**config.mk**
```make
export PLATFORM = sky130hd
export DESIGN_NAME = uart_block_serializer_flat
export DESIGN_NICKNAME = d
export VERILOG_FILES = /design/src/rtl/uart_block_serializer_if.sv /design/src/rtl/uart_block_serializer.sv /design/src/flat_wrapper.sv
export SDC_FILE = /design/constraint.sdc
export NUM_CORES = 1
export LEC_CHECK = 0
export BUFFER_PORTS_ARGS = -buffer_cell sky130_fd_sc_hd__buf_4
export CAP_MARGIN = 20
export CORE_ASPECT_RATIO = 1.75
export CORE_MARGIN = 2
export CORE_UTILIZATION = 50
export CTS_CLUSTER_DIAMETER = 150
export CTS_CLUSTER_SIZE = 16
export DETAILED_ROUTE_END_ITERATION = 10
export GPL_ROUTABILITY_DRIVEN = 0
export PLACE_DENSITY_LB_ADDON = 0.2
export SYNTH_ARGS = -nofsm -noshare
export SYNTH_HDL_FRONTEND = slang
export SYNTH_SLANG_ARGS = --single-unit
```
**constraint.sdc**
```tcl
create_clock -name clk -period 3.9 [get_ports clk]
set_clock_uncertainty 0.05 [all_clocks]
set_input_delay 0.195 -clock clk [delete_from_list [all_inputs] [get_ports clk]]
set_output_delay 0.195 -clock clk [all_outputs]
set_load 0.01 [all_outputs]
```
**src/rtl/uart_block_serializer_if.sv**
```systemverilog
// Bundle between the block serializer, its upstream producer and the UART transmitter.
// Handshake: a block moves when in_valid && in_ready are both high at a posedge clk;
// in_data must be stable in that cycle, and in_valid may stay high into the next block.
interface uart_block_serializer_if #(
  parameter int NBYTES = 16
);
  logic                  in_valid;
  logic                  in_ready;
  logic [8*NBYTES-1:0]   in_data;
  logic                  tx_start;
  logic [7:0]            tx_data;
  logic                  tx_done;
  logic                  busy;
  logic                  block_done;
  logic                  err;

  modport master (
    output in_valid, in_data, tx_done,
    input  in_ready, tx_start, tx_data, busy, block_done, err
  );

  modport slave (
    input  in_valid, in_data, tx_done,
    output in_ready, tx_start, tx_data, busy, block_done, err
  );
endinterface

```
**src/rtl/uart_block_serializer.sv**
```systemverilog
// Feeds a multi-byte block to a UART transmitter one byte per start/done exchange,
// MSB byte first, with an idle gap between bytes and an optional done watchdog.
module uart_block_serializer #(
  parameter int NBYTES  = 16,
  parameter int GAP     = 2,
  parameter int TIMEOUT = 0
) (
  input  logic                   clk,
  input  logic                   reset,
  uart_block_serializer_if.slave bus,
  output logic [1:0]             dbg_state
);
  localparam int W  = 8 * NBYTES;
  localparam int CW = (NBYTES > 1) ? $clog2(NBYTES) : 1;

  typedef enum logic [1:0] {S_IDLE, S_START, S_WAIT, S_GAP} state_t;

  state_t        state_q, state_d;
  logic [W-1:0]  shift_q, shift_d;
  logic [CW-1:0] byte_q, byte_d;
  logic [31:0]   gap_q, gap_d;
  logic [31:0]   wd_q, wd_d;
  logic          start_q, start_d;
  logic [7:0]    data_q, data_d;
  logic          bdone_q, bdone_d;
  logic          err_q, err_d;

  always_ff @(posedge clk) begin
    if (!reset) begin
      state_q <= S_IDLE;
      shift_q <= '0;
      byte_q  <= '0;
      gap_q   <= '0;
      wd_q    <= '0;
      start_q <= 1'b0;
      data_q  <= 8'h00;
      bdone_q <= 1'b0;
      err_q   <= 1'b0;
    end else begin
      state_q <= state_d;
      shift_q <= shift_d;
      byte_q  <= byte_d;
      gap_q   <= gap_d;
      wd_q    <= wd_d;
      start_q <= start_d;
      data_q  <= data_d;
      bdone_q <= bdone_d;
      err_q   <= err_d;
    end
  end

  // tx_start is registered on the transition into START, so it is high exactly while in START.
  always_comb begin
    state_d = state_q;
    shift_d = shift_q;
    byte_d  = byte_q;
    gap_d   = gap_q;
    wd_d    = wd_q;
    start_d = 1'b0;
    data_d  = data_q;
    bdone_d = 1'b0;
    err_d   = 1'b0;
    case (state_q)
      S_IDLE: begin
        if (bus.in_valid) begin
          shift_d = bus.in_data;
          byte_d  = '0;
          start_d = 1'b1;
          data_d  = bus.in_data[W-1 -: 8];
          state_d = S_START;
        end
      end
      S_START: begin
        wd_d    = '0;
        state_d = S_WAIT;
      end
      S_WAIT: begin
        if (bus.tx_done) begin
          shift_d = shift_q << 8;
          if (byte_q == CW'(NBYTES - 1)) begin
            bdone_d = 1'b1;
            state_d = S_IDLE;
          end else begin
            byte_d  = byte_q + CW'(1);
            gap_d   = '0;
            state_d = S_GAP;
          end
        end else if (TIMEOUT > 0 && (wd_q + 32'd1) == 32'(TIMEOUT)) begin
          err_d   = 1'b1;
          state_d = S_IDLE;
        end else begin
          wd_d = wd_q + 32'd1;
        end
      end
      S_GAP: begin
        if (gap_q == 32'(GAP - 1)) begin
          start_d = 1'b1;
          data_d  = shift_q[W-1 -: 8];
          state_d = S_START;
        end else begin
          gap_d = gap_q + 32'd1;
        end
      end
      default: state_d = S_IDLE;
    endcase
  end

  assign bus.in_ready   = (state_q == S_IDLE);
  assign bus.busy       = (state_q != S_IDLE);
  assign bus.tx_start   = start_q;
  assign bus.tx_data    = data_q;
  assign bus.block_done = bdone_q;
  assign bus.err        = err_q;
  assign dbg_state      = state_q;
endmodule
```
**src/flat_wrapper.sv**
```systemverilog
// flat-port wrapper written by rule: the top's interface ports become plain ports
module uart_block_serializer_flat 
#(
  parameter int NBYTES  = 16,
  parameter int GAP     = 2,
  parameter int TIMEOUT = 0
)
  (clk, reset, dbg_state, bus_in_valid, bus_in_data, bus_tx_done, bus_in_ready, bus_tx_start, bus_tx_data, bus_busy, bus_block_done, bus_err);
  uart_block_serializer_if #(.NBYTES(NBYTES)) bus_i ();
  input  logic clk;
  input  logic reset;
  output logic [1:0] dbg_state;
  input wire logic [$bits(bus_i.in_valid)-1:0] bus_in_valid;
  input wire logic [$bits(bus_i.in_data)-1:0] bus_in_data;
  input wire logic [$bits(bus_i.tx_done)-1:0] bus_tx_done;
  output wire logic [$bits(bus_i.in_ready)-1:0] bus_in_ready;
  output wire logic [$bits(bus_i.tx_start)-1:0] bus_tx_start;
  output wire logic [$bits(bus_i.tx_data)-1:0] bus_tx_data;
  output wire logic [$bits(bus_i.busy)-1:0] bus_busy;
  output wire logic [$bits(bus_i.block_done)-1:0] bus_block_done;
  output wire logic [$bits(bus_i.err)-1:0] bus_err;
  assign bus_i.in_valid = bus_in_valid;
  assign bus_i.in_data = bus_in_data;
  assign bus_i.tx_done = bus_tx_done;
  assign bus_in_ready = bus_i.in_ready;
  assign bus_tx_start = bus_i.tx_start;
  assign bus_tx_data = bus_i.tx_data;
  assign bus_busy = bus_i.busy;
  assign bus_block_done = bus_i.block_done;
  assign bus_err = bus_i.err;
  uart_block_serializer #(.NBYTES(NBYTES), .GAP(GAP), .TIMEOUT(TIMEOUT)) u_core (.clk(clk), .reset(reset), .bus(bus_i), .dbg_state(dbg_state));
endmodule
```
==> out/metrics.cfg, run 1 <==
[outcome]
status = finished, final reports clean

[power_and_ir_drop]
pwr_density_cell_nw_per_um2 = 590.8
vdd_drop_max_v = 0.0003287
leakagePower_nw = 3.665

[routing]
drc = 0
drtIter0Drc = 297
num_vias = 6917
drtPass1Iterations = 4
wirelength_um = 19630
viasPerCell = 5.788
drtAntennaViolNets = 0
post_drt_wl_per_cell_um = 16.43

[layout]
drive_above_1_share = 0.2028
final_area_sq_um = 9961
stdcell_count = 1195
fin_nets = 1132
antenna_cells = 0
utilization = 0.6244
area_delta_synth_final_pct = 22.40

[setup_path]
end_kind = register
path_class = register to register
critPathSlowestCell = nor2_1
cp_max_fo = 15
reg2regPathDepth = 6
r2r_slack_ns = 1.14
slowest_delay_ns = 0.76
crit_required_ns = 4.21
cp_cell_sequence = ha_1, mux2i_1, nor2_1, nand4_1, or3_1, a21oi_1
arrival_ns = 3.07
cp-start-kind = register

[logic_synthesis]
synth_enable_flop_cells = 0
synth_seq_area_share = 0.4330
async_flop_share = 0
synth-main-ff-cell = dfxtp_1
synth_cells = 885
ys_ff_latch = 176
synth_nets = 1024
yosys_warnings = 0
ys_types = 51
avgSynthCellArea_sq_um = 9.195
synth_area_sq_um = 8138

[timing]
fmax_ghz = 0.3620
setup_violations = 0
fin_crit_sh = 0.7082
slew_headroom = 0.2686
finalWorstSetupSlack_ns = 1.138
fin_crit_ns = 2.762
hold_violations = 0
worst_pin_slew_ns = 1.092
rsz0062_at_grt = no
fin_tns_setup_ns = 0
slew_violations = 0

[clock_tree]
cts_tree = done
postCtsSetupRepairBufs = 0
post_cts_resized = 0
cts.sinks = 176
h-tree-depth = 4
cts_buffer_depth = 2
clockRootBuffer = clkbuf_16
cts_made_buffers = 17
clk_latency_ns = 0.43
clk_pin_slew_worst_paths_ns = 0.07

[grt]
grt_pass1_wl_um = 32250
grt_pass1_vias = 6594
grt_max_degree = 78
grt_use_total = 0.2289
grt_overflow_total = 0
antenna_found_initial = 0

[die]
pin_count = 147
fp-row-count = 61
fp.dieH_um = 172.8
initial_core_util = 0.5102
fp.dieW_um = 100.4
design.die.area_sq_um = 17350
core-area_sq_um = 15950

[min_path]
hold_path_depth = 2
min_path_type = input pin to register

[placement]
placed_area_sq_um = 9271
dp.cells = 1155
dp_slack_ns = 1.137
hpwl_um = 13370
portBuffers = 145

[job]
drv_cap = 0

[report_power, final]
group	leakage [nW]	internal, W	switching [W]
clock network	0.296	0.000936	0.000799
logic	1.92	0.000723	0.000926
registers	1.45	0.00225	0.000247
[what timing repair did]
item,4_1_cts,5_1_grt
endpoints found under the hold margin,8,0
setup endpoints to repair,0,0
hold buffers,8,0
[cells in the mapped netlist, drive strengths merged, types with 7 or more instances]
library cell	instances	area, sq um
nor3	10	55.05
o31a	8	70.07
ha	7	87.58
inv	7	26.28
nand2	28	107.6
a22oi	9	67.56
or4	8	60.06
a211oi	122	928.4
nor2	149	559.3
o221a	8	90.09
or3	10	62.56
buf	35	183.9
clkbuf	40	150.1
a21oi	20	100.1
nor4	8	65.06
dfxtp	176	3523
mux2i	122	1221
nand2b	13	81.33
nand3	17	85.08
o21ai	19	95.09
nand4	12	75.07
[routing by layer]
layer,track usage,up-vias,share of wire
met5,0,-,0
met2,0.3968,180,0.51
met3,0.04972,36,0.050
li1,-,3506,-
met1,0.2740,3195,0.41
met4,0.08276,0,0.026
[kinds of logic after synthesis]
kind of cell	Yosys count	synth area share
muxes	122	0.1501
and+or+nand+nor	277	0.1617
AOI/OAI and AO/OA	215	0.1943
buffers and inverters	82	0.04428
xor gates and xnor gates	5	0.005381
DFF	176	0.4330
other	1	0.0004608
adders and majority gates	7	0.01076
[critical path, delay by kind of cell, from the launching register on]
family	cells	cell delay [ns]
AO/OA/AOI/OAI	1	0.14
adder cells (fa/ha/maj)	1	0.53
flip-flops	1	0.43
multiplexers	1	0.22
AND/OR/NAND/NOR	3	1.31
[cell type report]
cell class	instances	area [sq um]
clock buffers	18	439.2
well taps	189	236.5
clock inverters	14	170.2
inverters	7	28.78
repair buffers	164	1289
multi-input cells	627	4274
fillers	1405	5991
flip-flops and latches	176	3523
[flip-flops by register name, summed over array words and instances (netlist names)]
name                   flops
u_core.shift_q           128
u_core.gap_q              32
u_core.bus.tx_data         8
u_core.byte_q              4
u_core.dbg_state           2
u_core.bus.block_done      1
u_core.bus.tx_start        1
[path summary, 6_finish.rpt]
check | start | to
max | u_core.dbg_state[1] | u_core.gap_q[26]
min | bus_tx_done | u_core.bus.block_done
max reg2reg | u_core.dbg_state[1] | u_core.gap_q[26]
min reg2reg | u_core.shift_q[126] | u_core.shift_q[126]
[cells in the final DEF, fill, tap and decap left out, types with 10 or more instances in the layout]
cell,synthesis,layout
mux2i_1,122,122
buf_4,3,153
nand4_1,12,12
or3_1,10,10
nand2b_1,13,13
o21ai_0,18,18
clkbuf_16,0,17
nand3_1,17,17
a211oi_1,121,121
nor2_1,149,149
nand2_1,27,27
a21oi_1,20,20
dfxtp_1,176,176
[metrics by stage]
stage                     power [W]  hold slack (ns)
final                      0.005885          0.01849
after global routing       0.006270         0.008320
after CTS                  0.005931         0.002923
after detailed placement   0.004192           0.3890
after global placement     0.004148           0.3797
after floorplan            0.003699           0.2909
Note: power is estimated with default switching activity, not from simulation.
==> run 2: changes to the inputs <==
==> constraint.sdc (replaced) <==
create_clock -name clk -period 2.55 [get_ports clk]
set_clock_uncertainty 0.05 [all_clocks]
set_input_delay 0.1275 -clock clk [delete_from_list [all_inputs] [get_ports clk]]
set_output_delay 0.1275 -clock clk [all_outputs]
set_load 0.01 [all_outputs]
==> run 2 against run 1 <==
Against the previous run:
- critical path type unchanged
- via count rose by 5.6%
- critical endpoint is now u_core.gap_q[31]
- clock power is 51% higher
- clock-buffer cell count unchanged
==> out/metrics.cfg, run 2 (synthesized netlist as in run 1, its figures left out) <==
[outcome]
status = finished, final reports clean  ; unchanged

[layout]
final_common_cell = dfxtp_1  ; unchanged
final_area_sq_um = 10770  ; was 9961 sq um
fin_nets = 1214  ; was 1132
nFillCells = 1241  ; was 1405
multiInputGateArea_sq_um = 4274  ; unchanged
ff_latch_area_sq_um = 3523  ; unchanged
drive_above_1_share = 0.1976  ; was 0.2028
mostFrequentLayoutCells = 176 x dfxtp_1, 163 x buf_4, 149 x nor2_1  ; was 176 x dfxtp_1, 153 x buf_4, 149 x nor2_1
largest_register_ffs = 128  ; unchanged
top_register = u_core.shift_q  ; unchanged
stdcell_count = 1278  ; was 1195
area_delta_synth_final_pct = 32.29  ; was 22.40%

[timing]
hold_ws_ns = 0.01090  ; was 0.01849 ns
fin_crit_ns = 2.276  ; was 2.762 ns
worst_pin_slew_ns = 0.8452  ; was 1.092 ns
setup_violations = 0  ; unchanged
fin_tns_setup_ns = 0  ; unchanged
slew_headroom = 0.4365  ; was 0.2686
rsz0062_at_grt = no  ; unchanged
slew_violations = 0  ; unchanged
hold_violations = 0  ; unchanged
fin_crit_sh = 0.8925  ; was 0.7082
fmax_ghz = 0.4394  ; was 0.3620 GHz

[die]
fp.dieW_um = 100.4  ; unchanged
fp.dieH_um = 172.8  ; unchanged
design.die.area_sq_um = 17350  ; unchanged
fp-row-count = 61  ; unchanged
initial_core_util = 0.5102  ; unchanged
core-area_sq_um = 15950  ; unchanged
pin_count = 147  ; unchanged

[power_and_ir_drop]
swShare = 0.3365  ; was 0.3351
leakagePower_nw = 4.020  ; was 3.665 nW
pwr_density_cell_nw_per_um2 = 847.0  ; was 590.8 nW/um^2
vdd_drop_max_v = 0.0006324  ; was 0.0003287 V
p_int_w = 0.006049  ; was 0.003913 W
clockPowerShare = 0.287  ; was 0.295
p_sw_w = 0.003068  ; was 0.001972 W
combPwrFrac = 0.292  ; was 0.280
seq_power_share = 0.421  ; was 0.425

[placement]
portBuffers = 145  ; unchanged
hpwl_um = 13470  ; was 13370 um
dp.cells = 1167  ; was 1155
placed_area_sq_um = 9387  ; was 9271 sq um

[clock_tree]
cts.sinks = 176  ; unchanged
clockRootBuffer = clkbuf_16  ; unchanged
cts_buffer_depth = 2  ; unchanged
cts_made_buffers = 17  ; unchanged
postCtsSetupRepairBufs = 0  ; unchanged
clk_pin_slew_worst_paths_ns = 0.07  ; about the same
clk_latency_ns = 0.42  ; was 0.43 ns
post_cts_resized = 0  ; unchanged
h-tree-depth = 4  ; unchanged
cts_tree = done  ; unchanged
cts_hold_buf = 78  ; was 8

[min_path]
min_path_type = input pin to register  ; unchanged

[setup_path]
crit_required_ns = 2.87  ; was 4.21 ns
cp_max_fo = 9  ; was 15
path_class = register to register  ; unchanged
cp-start-kind = register  ; unchanged
arrival_ns = 2.60  ; was 3.07 ns
end_kind = register  ; unchanged

[grt]
grt_max_degree = 82  ; was 78
grt_pass1_vias = 6943  ; was 6594
antenna_found_initial = 1  ; was 0
grt_use_total = 0.2422  ; was 0.2289
grt_overflow_total = 0  ; unchanged
grt_pass1_wl_um = 34080  ; was 32250 um

[routing]
viasPerCell = 5.715  ; was 5.788
drtAntennaViolNets = 0  ; unchanged
num_vias = 7304  ; was 6917
drtIter0Drc = 332  ; was 297
post_drt_wl_per_cell_um = 16.54  ; was 16.43 um
drtPass1Iterations = 5  ; was 4
drc = 0  ; unchanged
wirelength_um = 21140  ; was 19630 um

[job]
drv_cap = 0  ; unchanged

-- run 2: cell count changes in the layout (fill, tap and decap cells not counted), moves of 2 or more --
cell / previous run / this run
buf_12: 3 / 5
inv_6: 2 / 4
buf_4: 153 / 163
inv_8: 5 / 3
dlygate4sd3_1: 8 / 78
-- run 2: per-stage QoR --
stage               utilization  worst slack [ns]  power [W]
finish                   0.6749            0.2741   0.009118
global route             0.6749            0.1824   0.009677
global placement         0.5884            0.3297   0.006353
floorplan                     -            0.4167   0.005658
detailed placement       0.5884            0.2873   0.006437
CTS                      0.6747            0.2728   0.009145
-- run 2: metal layers --
metal | track usage | vias up | share of wire
met1 | 0.2888 | 3379 | 0.41
li1 | - | 3674 | -
met3 | 0.04487 | 49 | 0.042
met4 | 0.1153 | 0 | 0.036
met2 | 0.4130 | 202 | 0.51
met5 | 0 | - | 0
-- run 2: worst paths after layout --
check / from / end / slack [ns] / cells past startpoint
max reg2reg: u_core.dbg_state[0] / u_core.gap_q[31] / 0.27 / 7
max: u_core.dbg_state[0] / u_core.gap_q[31] / 0.27 / 7
min: bus_in_data[127] / u_core.shift_q[127] / 0.01 / 3
min reg2reg: u_core.shift_q[120] / u_core.shift_q[120] / 0.45 / 2
-- run 2: critical path, stage by stage (launching register included) --
cell and delay (ns):
dfxtp_1 0.42, inv_1 0.12, ha_4 0.21, and4_1 0.25, nor3b_1 0.38, nand4_1 0.21, or4_1 0.51, nand2_1 0.08
-- run 2: power groups by stage --
stage / Sequential [W] / Combinational [W] / Clock [W]
after detailed placement: 0.00389 / 0.00255 / 0
final: 0.00384 / 0.00266 / 0.00262
after floorplan: 0.00379 / 0.00187 / 0
after CTS: 0.00383 / 0.00266 / 0.00266
after global placement: 0.00386 / 0.00249 / 0
after global routing: 0.00392 / 0.00299 / 0.00277
-- run 2: area by class of cell --
cell class	instances	area share
repair buffers	246	0.1955
inverters	7	0.002673
multi-input cells	627	0.3970
flip-flops and latches	176	0.3273
clock buffers	18	0.03987
well taps	189	0.02197
diodes	1	0.0002325
clock inverters	14	0.01546
==> run 3: changes to the inputs <==
--- a/config.mk
+++ b/config.mk
@@ -5,6 +5,7 @@
 export SDC_FILE = /design/constraint.sdc
 export NUM_CORES = 1
 export LEC_CHECK = 0
+export ABC_AREA = 1
 export BUFFER_PORTS_ARGS = -buffer_cell sky130_fd_sc_hd__buf_4
 export CAP_MARGIN = 20
 export CORE_ASPECT_RATIO = 1.75
==> constraint.sdc (replaced) <==
create_clock -name clk -period 2.55 [get_ports clk]
set_clock_uncertainty 0.05 [all_clocks]
set_input_delay 0.1275 -clock clk [delete_from_list [all_inputs] [get_ports clk]]
set_output_delay 0.1275 -clock clk [all_outputs]
set_load 0.05 [all_outputs]
==> run 3 against run 2 <==
Against the previous run:
- wire length up 29%
- critical path depth is 1 higher
- global-route usage is 6.5 points higher
- clock power rose by 8.0%
- clock-buffer cell count grew 3
- maximum frequency down 0.42%
- power grew 34%
- sequential power rose by 6.5%
- largest cell class unchanged
- via count increased by 27%
- final area increased by 6.6%
- combinational power grew 97%
- synthesized cell count rose by 39%
==> out/metrics.cfg, run 3 <==
[routing]
num_vias = 9250  ; was 7304
viasPerCell = 5.457  ; was 5.715
post_drt_wl_per_cell_um = 16.05  ; was 16.54 um
drtAntennaViolNets = 0  ; unchanged
wirelength_um = 27210  ; was 21140 um
drtIter0Drc = 578  ; was 332
drtPass1Iterations = 6  ; was 5
drc = 0  ; unchanged

[timing]
rsz0062_at_grt = no  ; unchanged
hold_ws_ns = 0.07180  ; was 0.01090 ns
slew_violations = 0  ; unchanged
setup_violations = 0  ; unchanged
hold_violations = 0  ; unchanged
slew_headroom = 0.4172  ; was 0.4365
fmax_ghz = 0.4375  ; was 0.4394 GHz
worst_pin_slew_ns = 0.8741  ; was 0.8452 ns
fin_crit_ns = 2.286  ; was 2.276 ns
fin_tns_setup_ns = 0  ; unchanged
fin_crit_sh = 0.8963  ; was 0.8925

[die]
core-area_sq_um = 16370  ; was 15950 sq um
fp.dieW_um = 101.6  ; was 100.4 um
fp.dieH_um = 174.7  ; was 172.8 um
design.die.area_sq_um = 17750  ; was 17350 sq um
pin_count = 147  ; unchanged
fp-row-count = 62  ; was 61
initial_core_util = 0.5089  ; was 0.5102

[placement]
portBuffers = 145  ; unchanged
hpwl_um = 16320  ; was 13470 um

[clock_tree]
cts_hold_buf = 130  ; was 78
clk_latency_ns = 0.43  ; was 0.42 ns
post_cts_resized = 0  ; unchanged
cts_buffer_depth = 2  ; unchanged
cts_made_buffers = 17  ; unchanged
postCtsSetupRepairBufs = 0  ; unchanged
clk_pin_slew_worst_paths_ns = 0.07  ; about the same
cts.sinks = 176  ; unchanged
clockRootBuffer = clkbuf_16  ; unchanged
h-tree-depth = 4  ; unchanged
cts_tree = done  ; unchanged

[grt]
grt_max_degree = 89  ; was 82
grt_pass1_vias = 9007  ; was 6943
grt_overflow_total = 0  ; unchanged
grt_pass1_wl_um = 42810  ; was 34080 um
antenna_found_initial = 0  ; was 1
grt_use_total = 0.3071  ; was 0.2422

[power_and_ir_drop]
vdd_drop_max_v = 0.0006320  ; was 0.0006324 V
leakagePower_nw = 4.849  ; was 4.020 nW
pwr_density_cell_nw_per_um2 = 1061  ; was 847.0 nW/um^2

[min_path]
min_path_type = input pin to register  ; unchanged

[job]
drv_cap = 0  ; unchanged

[layout]
antenna_cells = 0  ; was 1
multiInputGateArea_sq_um = 4168  ; was 4274 sq um
nFillCells = 1332  ; was 1241
area_delta_synth_final_pct = 37.80  ; was 32.29%
fin_nets = 1597  ; was 1214
top_register = u_core.shift_q  ; unchanged
final_common_cell = nand2_1  ; was dfxtp_1
drive_above_1_share = 0.1428  ; was 0.1976
largest_register_ffs = 128  ; unchanged
mostFrequentLayoutCells = 425 x nand2_1, 176 x dfxtp_1, 157 x buf_4  ; was 176 x dfxtp_1, 163 x buf_4, 149 x nor2_1
ff_latch_area_sq_um = 3523  ; unchanged

[setup_path]
reg2regPathDepth = 8  ; was 7
path_class = register to register  ; unchanged
end_kind = register  ; unchanged
rr_startpoint = u_core.dbg_state[0]  ; unchanged
rr_endpoint = u_core.shift_q[36]  ; was u_core.gap_q[31]
critPathCapture = u_core.shift_q[36]  ; was u_core.gap_q[31]
crit_required_ns = 2.84  ; was 2.87 ns
r2r_slack_ns = 0.26  ; was 0.27 ns
cp_max_fo = 59  ; was 9
crit_start = u_core.dbg_state[0]  ; unchanged
arrival_ns = 2.57  ; was 2.60 ns
cp-start-kind = register  ; unchanged

[logic_synthesis]
synth_area_sq_um = 8329  ; was 8138 sq um
synth_top_area_frac = 0.4230  ; was 0.4330
async_flop_share = 0  ; unchanged
ys_ff_latch = 176  ; unchanged
synth-main-ff-cell = dfxtp_1  ; unchanged
ys_types = 36  ; was 51
yosys.area.top_type = dfxtp_1  ; unchanged
synth.most_common_cell = nand2_1  ; was dfxtp_1
synth_enable_flop_cells = 0  ; unchanged
ys_top_cells_by_count = 425 x nand2_1, 176 x dfxtp_1, 144 x o21ai_0, 120 x a31oi_1, 101 x nor2_1  ; was 176 x dfxtp_1, 149 x nor2_1, 122 x mux2i_1, 121 x a211oi_1, 40 x clkbuf_1
synth_seq_area_share = 0.4230  ; was 0.4330
synth.area.top_cells = dfxtp_1 42%, nand2_1 19%, a31oi_1 9.0%, o21ai_0 8.7%, nor2_1 4.6%  ; was dfxtp_1 43%, mux2i_1 15%, a211oi_1 11%, nor2_1 6.9%, clkbuf_1 1.8%
synth_cells = 1231  ; was 885
avgSynthCellArea_sq_um = 6.766  ; was 9.195 sq um
yosys_warnings = 0  ; unchanged
synth_nets = 1370  ; was 1024

[outcome]
status = finished, final reports clean  ; unchanged

[run 3: worst max-delay path, stage by stage, from the launching register on]
cell and delay, ns:
dfxtp_1 0.41, inv_1 0.12, ha_2 0.22, nand2_1 0.16
nand3_1 0.20, inv_6 0.38, buf_12 0.26, o21ai_0 0.14
a31oi_1 0.24
[run 3: worst min-delay path by stage]
stage / startpoint / endpoint / slack (ns) / cells after the start
final: reset / u_core.gap_q[29] / 0.07 / 3
after global routing: reset / u_core.gap_q[29] / 0.08 / 3
after CTS: reset / u_core.gap_q[29] / 0.06 / 3
after detailed placement: bus_in_data[88] / u_core.shift_q[88] / 0.36 / 3
after global placement: bus_in_data[31] / u_core.shift_q[31] / 0.36 / 3
after floorplan: bus_tx_done / u_core.bus.block_done / 0.24 / 2
[run 3: stage by stage]
step / instance area [sq um] / total power (W) / std cells / setup slack [ns] / util
after floorplan: 8332 / 0.007699 / 1231 / 0.1181 / -
after global placement: 9539 / 0.008953 / 1533 / 0.5060 / 0.5828
after detailed placement: 9539 / 0.009050 / 1533 / 0.4053 / 0.5828
after CTS: 11480 / 0.01206 / 1695 / 0.3699 / 0.7012
after global routing: 11480 / 0.01299 / 1695 / 0.08960 / 0.7012
final: 11480 / 0.01218 / 1695 / 0.2645 / 0.7012
[run 3: cell type report]
cell class	instances	area share
repair buffers	292	0.2248
inverters	75	0.02518
clock inverters	11	0.01537
multi-input cells	896	0.3631
clock buffers	21	0.04012
flip-flops and latches	176	0.3070
well taps	224	0.02442
[run 3: logic make-up (layout without fill, tap and decap cells)]
family,Yosys count,count (layout),share of synthesized area
other cells,1,1,0.0004502
buf+inv,159,399,0.07841
simple gates,577,577,0.2738
fa+ha+maj,7,7,0.01051
xor+xnor,9,9,0.009463
flops,176,176,0.4230
compound gates,302,302,0.2043
[run 3: report_power, final]
group / internal, W / leakage (nW) / total [W] / switching [W]
logic: 0.00175 / 3.10 / 0.00525 / 0.00350
registers: 0.00362 / 1.45 / 0.00409 / 0.000470
clock network: 0.00171 / 0.302 / 0.00283 / 0.00112
[run 3: layer usage]
layer | global-route usage | vias to the layer above | part of all wire
met4 | 0.2078 | 0 | 0.071
met5 | 0 | - | 0
li1 | - | 4497 | -
met1 | 0.3163 | 4226 | 0.36
met3 | 0.04880 | 125 | 0.050
met2 | 0.5510 | 402 | 0.52
